===== config.mk =====
export PLATFORM = sky130hd
export DESIGN_NAME = fetch_queue
export DESIGN_NICKNAME = d
export VERILOG_FILES = /design/src/rtl/fetch_queue.sv
export SDC_FILE = /design/constraint.sdc
export NUM_CORES = 1
export LEC_CHECK = 0
export CAP_MARGIN = 10
export CORE_ASPECT_RATIO = 1.75
export CORE_MARGIN = 10
export CORE_UTILIZATION = 59
export CTS_BUF_LIST = sky130_fd_sc_hd__clkbuf_8
export DETAILED_ROUTE_END_ITERATION = 10
export PLACE_DENSITY = 0.84
export SLEW_MARGIN = 20
export SYNTH_ARGS = -nofsm -noshare
export SYNTH_HDL_FRONTEND = slang
export SYNTH_SLANG_ARGS = --single-unit

===== constraint.sdc =====
create_clock -name clk -period 11.8 [get_ports clk]
set_input_delay 2.36 -clock clk [delete_from_list [all_inputs] [get_ports clk]]
set_output_delay 2.36 -clock clk [all_outputs]
set_load 0.01 [all_outputs]

===== src/rtl/fetch_queue.sv =====
// Dual-lane instruction fetch queue between fetch and decode (DEPTH pairs, FIFO order).
// Define FETCH_QUEUE_BYPASS_EN to let an empty queue forward a fetched pair straight to decode.
module fetch_queue #(
  parameter int DEPTH = 4
) (
  input  logic                   clk,
  input  logic                   rst,
  input  logic                   ValidF,
  input  logic                   ValidF2,
  input  logic [31:0]            InstrF1,
  input  logic [31:0]            PCF1,
  input  logic [31:0]            PCPlus8F1,
  input  logic [31:0]            InstrF2,
  input  logic [31:0]            PCF2,
  input  logic [31:0]            PCPlus8F2,
  input  logic                   ReadyD,
  input  logic                   Flush,
  output logic                   FullF,
  output logic                   ValidD1,
  output logic                   ValidD2,
  output logic [31:0]            InstrD1,
  output logic [31:0]            PCD1,
  output logic [31:0]            PCPlus8D1,
  output logic [31:0]            InstrD2,
  output logic [31:0]            PCD2,
  output logic [31:0]            PCPlus8D2,
  output logic [$clog2(DEPTH):0] Count
);

  localparam int AW = $clog2(DEPTH);
  localparam int CW = AW + 1;
  localparam logic [31:0] NOP = 32'h0000_0013;

  typedef struct packed {
    logic        v2;
    logic [31:0] i1;
    logic [31:0] p1;
    logic [31:0] n1;
    logic [31:0] i2;
    logic [31:0] p2;
    logic [31:0] n2;
  } entry_t;

  entry_t          r_mem [DEPTH];
  logic [AW-1:0]   r_wptr;
  logic [AW-1:0]   r_rptr;
  logic [CW-1:0]   r_count;

  entry_t          w_fentry;
  entry_t          w_head;
  logic            w_empty;
  logic            w_full;
  logic            w_bypass;
  logic            w_push;
  logic            w_pop;

  assign w_fentry = {ValidF2, InstrF1, PCF1, PCPlus8F1, InstrF2, PCF2, PCPlus8F2};
  assign w_head   = r_mem[r_rptr];
  assign w_empty  = (r_count == '0);
  assign w_full   = (r_count == CW'(DEPTH));

`ifdef FETCH_QUEUE_BYPASS_EN
  assign w_bypass = w_empty & ValidF & ReadyD & ~Flush;
`else
  assign w_bypass = 1'b0;
`endif

  // A bypassed pair is consumed by decode directly, so it is neither stored nor popped.
  assign w_push = ValidF & ~w_full & ~Flush & ~w_bypass;
  assign w_pop  = ReadyD & ~w_empty & ~Flush;

  assign FullF = w_full;
  assign Count = r_count;

  always_ff @(posedge clk) begin
    if (!rst) begin
      r_wptr  <= '0;
      r_rptr  <= '0;
      r_count <= '0;
    end else if (Flush) begin
      r_wptr  <= '0;
      r_rptr  <= '0;
      r_count <= '0;
    end else begin
      if (w_push) r_wptr <= r_wptr + AW'(1);
      if (w_pop)  r_rptr <= r_rptr + AW'(1);
      case ({w_push, w_pop})
        2'b10:   r_count <= r_count + CW'(1);
        2'b01:   r_count <= r_count - CW'(1);
        default: r_count <= r_count;
      endcase
    end
  end

  // Storage is never cleared; the empty check below keeps stale entries hidden.
  always_ff @(posedge clk) begin
    if (w_push) r_mem[r_wptr] <= w_fentry;
  end

  always_comb begin
    ValidD1   = 1'b0;
    ValidD2   = 1'b0;
    InstrD1   = NOP;
    PCD1      = '0;
    PCPlus8D1 = '0;
    InstrD2   = NOP;
    PCD2      = '0;
    PCPlus8D2 = '0;
    if (!w_empty) begin
      ValidD1   = 1'b1;
      ValidD2   = w_head.v2;
      InstrD1   = w_head.i1;
      PCD1      = w_head.p1;
      PCPlus8D1 = w_head.n1;
      InstrD2   = w_head.v2 ? w_head.i2 : NOP;
      PCD2      = w_head.p2;
      PCPlus8D2 = w_head.n2;
    end
`ifdef FETCH_QUEUE_BYPASS_EN
    if (w_bypass) begin
      ValidD1   = 1'b1;
      ValidD2   = ValidF2;
      InstrD1   = InstrF1;
      PCD1      = PCF1;
      PCPlus8D1 = PCPlus8F1;
      InstrD2   = ValidF2 ? InstrF2 : NOP;
      PCD2      = PCF2;
      PCPlus8D2 = PCPlus8F2;
    end
`endif
  end

endmodule


==> out/metrics.cfg <==
[synthesis]
yosys-top-cells-area=edfxtp_1 (78%), mux4_2 (12%), and2_1 (3.3%)
yosys_register_bits=781
synth_seq_area_share_pct=78.4
post_synth.cell_area_avg_um2=22.0
netlist_area_mm2=0.0298
synth_cell_types=35
ys_warn_count=0
netlist_instances=1358
synth_fp_nets=1562
postSynth.asyncResetShare_pct=0
synth_edf_count=772
synth_top_area_cell=edfxtp_1
synth_top_area_share_pct=77.7
synth_top_flop_cell=edfxtp_1

[run_status]
outcome=finished clean

[critical_path]
cp_max_fo=116
r2r_start=Count[0]$_SDFFE_PP0P_
end_kind=output port
path_buf_inv=3
cp_slowest_stage_delay_ps=860
slowest_stage=dfxtp_4
crit_arrival_ps=4020
path_class=reg2out
cp.required_ps=9440
crit_chain=buf_12 -> buf_16 -> mux2_2 -> o32a_1 -> clkdlybuf4s50_1
crit_path_start_kind=flop
cp_top_family=buffers and inverters

[clock_tree]
clk-insertion-delay-late_ps=680
cts_buffers=103
clock-root-buffer=clkbuf_8
cts-resized-gates=0
cts_sinks=781
clkTransAtPathRegs_ps=60
cts_buffer_depth=3
post_cts_buffers=0
h-tree-depth=3
cts_tree=done
cts_hold_buf=0

[route]
viasPerCell=5.77
m1WireLength_mm=22.8
met2_length_mm=35.1
topRoutingLayerUsed=met5
num_vias=14800
wl_met3_mm=5.83
firstDrtPassIters=6
drc_errors=0
routed_wl_mm=66.0
ant_nets=0
drtIter0Drc=968
wire_per_inst_um=25.8

[die]
fp.dieArea_mm2=0.0603
ios=396
die_h_um=317
die_w_um=190
num_rows=109
start_util_pct=59.3
core_mm2=0.0503

[sta]
fin_skew_ps=34.7
finalMaxSlewViolations=0
finalSetupTns_ps=0
layout_setup_ws_ps=5420
min_period_over_period_pct=54.1
period_needed_ps=6380
worst_slew_pin_slew_ps=1120
rsz0062_at_grt=no
slew_headroom_pct=25.4
finalSetupViolCount=0
hold_slack_ps=507
fmax_ghz=0.157
finalHoldViolCount=0

[hold_path]
hold_path_class=reg2reg
hp-start=r_rptr[1]$_SDFFE_PP0P_

[global_routing]
overflow=0
grt_pass1_vias=15900
grt_max_degree=176
grt.total_usage_pct=21.9
grt_pass1_wl_mm=99.2
antenna_found_initial=21

[placed_design]
dp_hpwl_mm=40.9
pre_cts_slack_ps=6060
dp_cells=2355
io_buffers=395
gp_congestion=0.802

[flow_run]
max-cap-violations=0

[layout]
final_nets=2000
stdcell_count=2560
drive_gt1_share_pct=18.7
area_growth_pct=22.3
nFillCells=2802

[pwr]
power.density_mw_per_mm2=144
p_leak_nw=11.4
report.power.total_mw=5.27
max-vdd-ir-drop_mv=0.169

## tightest hold or removal path, cell delays in order (launching register included)
cell	delay [ps]
dfxtp_1	310
o21ai_0	60
a21oi_1	90
## through the flow
| stage | area, µm² | utilization (%) |
|---|---|---|
| floorplan | 29800 | - |
| global placement | 34300 | 68.3 |
| detailed placement | 34400 | 68.3 |
| CTS | 36400 | 72.3 |
| global route | 36500 | 72.4 |
| finish | 36500 | 72.4 |
## synth_stat cells (2+ instances only)
master      n
buf_4       2
o32a_1      3
dfxtp_1     9
and3_1      4
o31ai_1     2
nor2b_1     2
mux4_2    160
and2_1    158
or2_1       4
ha_1        5
inv_1       7
clkbuf_1   25
mux2_2     32
o21ai_0     2
mux2i_1    33
a21oi_1     4
nor2_1      7
o32ai_1    29
nand2_1    34
buf_2      37
or3_1       2
buf_6       9
buf_1       3
xor2_1      3
edfxtp_1  772
## registers in the layout (all words and copies together) (netlist names), named ones only
name	flops
Count	3
r_mem	772
r_rptr	2
r_wptr	2
## layer usage
metal / track usage, % / vias to the layer above
met2: 37.4 / 633
met5: 0 / -
li1: - / 6449
met3: 6.52 / 129
met4: 9.28 / 18
met1: 25.2 / 7533
## power by group
part	switching, mW	total [mW]	internal, mW
Clock	0.940	1.92	0.978
Sequential	0.0112	3.10	3.09
Combinational	0.112	0.246	0.134
## cell families (layout without fill, tap and decap cells)
logic type               after synthesis  count (layout)  share of synthesized area (%)
flip-flops                           781             781                           78.4
multiplexers                         226             226                           14.4
AND/OR/NAND/NOR                      216             216                           4.23
buffers and inverters                 84             608                           1.46
AO/OA/AOI/OAI                         42              42                           1.15
adder cells (fa/ha/maj)                6               6                          0.277
XOR/XNOR                               3               3                         0.0881
other                                  0              12                              0
## worst paths after layout
kind,depth (start not counted),endpoint,slack [ps]
setup / recovery,5,InstrD2[1],5420
hold / removal,2,flop,510
setup reg to reg,3,r_mem[3][20]$_DFFE_PP_,8510
hold reg to reg,2,flop,510
## cells in the final DEF, fill, tap and decap left out, drive strengths merged, types with 2 or more instances in the layout
cell           synthesis  final
clkdlybuf4s50          0    395
a21oi                  4      4
mux2i                 33     33
mux4                 160    160
nand2                 34     34
and2                 158    158
inv                    8     43
nor2b                  2      2
o31ai                  2      2
clkbuf                25    111
buf                   51     14
mux2                  33     33
or2                    4      4
ha                     5      5
clkinv                 0     38
dfxtp                  9      9
o32a                   3      3
o21ai                  2      2
edfxtp               772    772
xor2                   3      3
or3                    2      2
diode                  0     12
o32ai                 29     29
clkinvlp               0      2
nor2                   7      7
and3                   4      4
bufinv                 0      5
## cell type report
class	instances	area, µm²	area share (%)
Inverter	8	32.5	0.0892
Clock inverter	80	464	1.27
Clock buffer	111	1530	4.19
Antenna cell	12	30.0	0.0824
Sequential cell	781	23400	64.1
Timing Repair Buffer	409	4160	11.4
Multi-Input combinational cell	493	6040	16.6
Tap cell	666	833	2.29
Note: power is estimated with default switching activity, not from simulation.
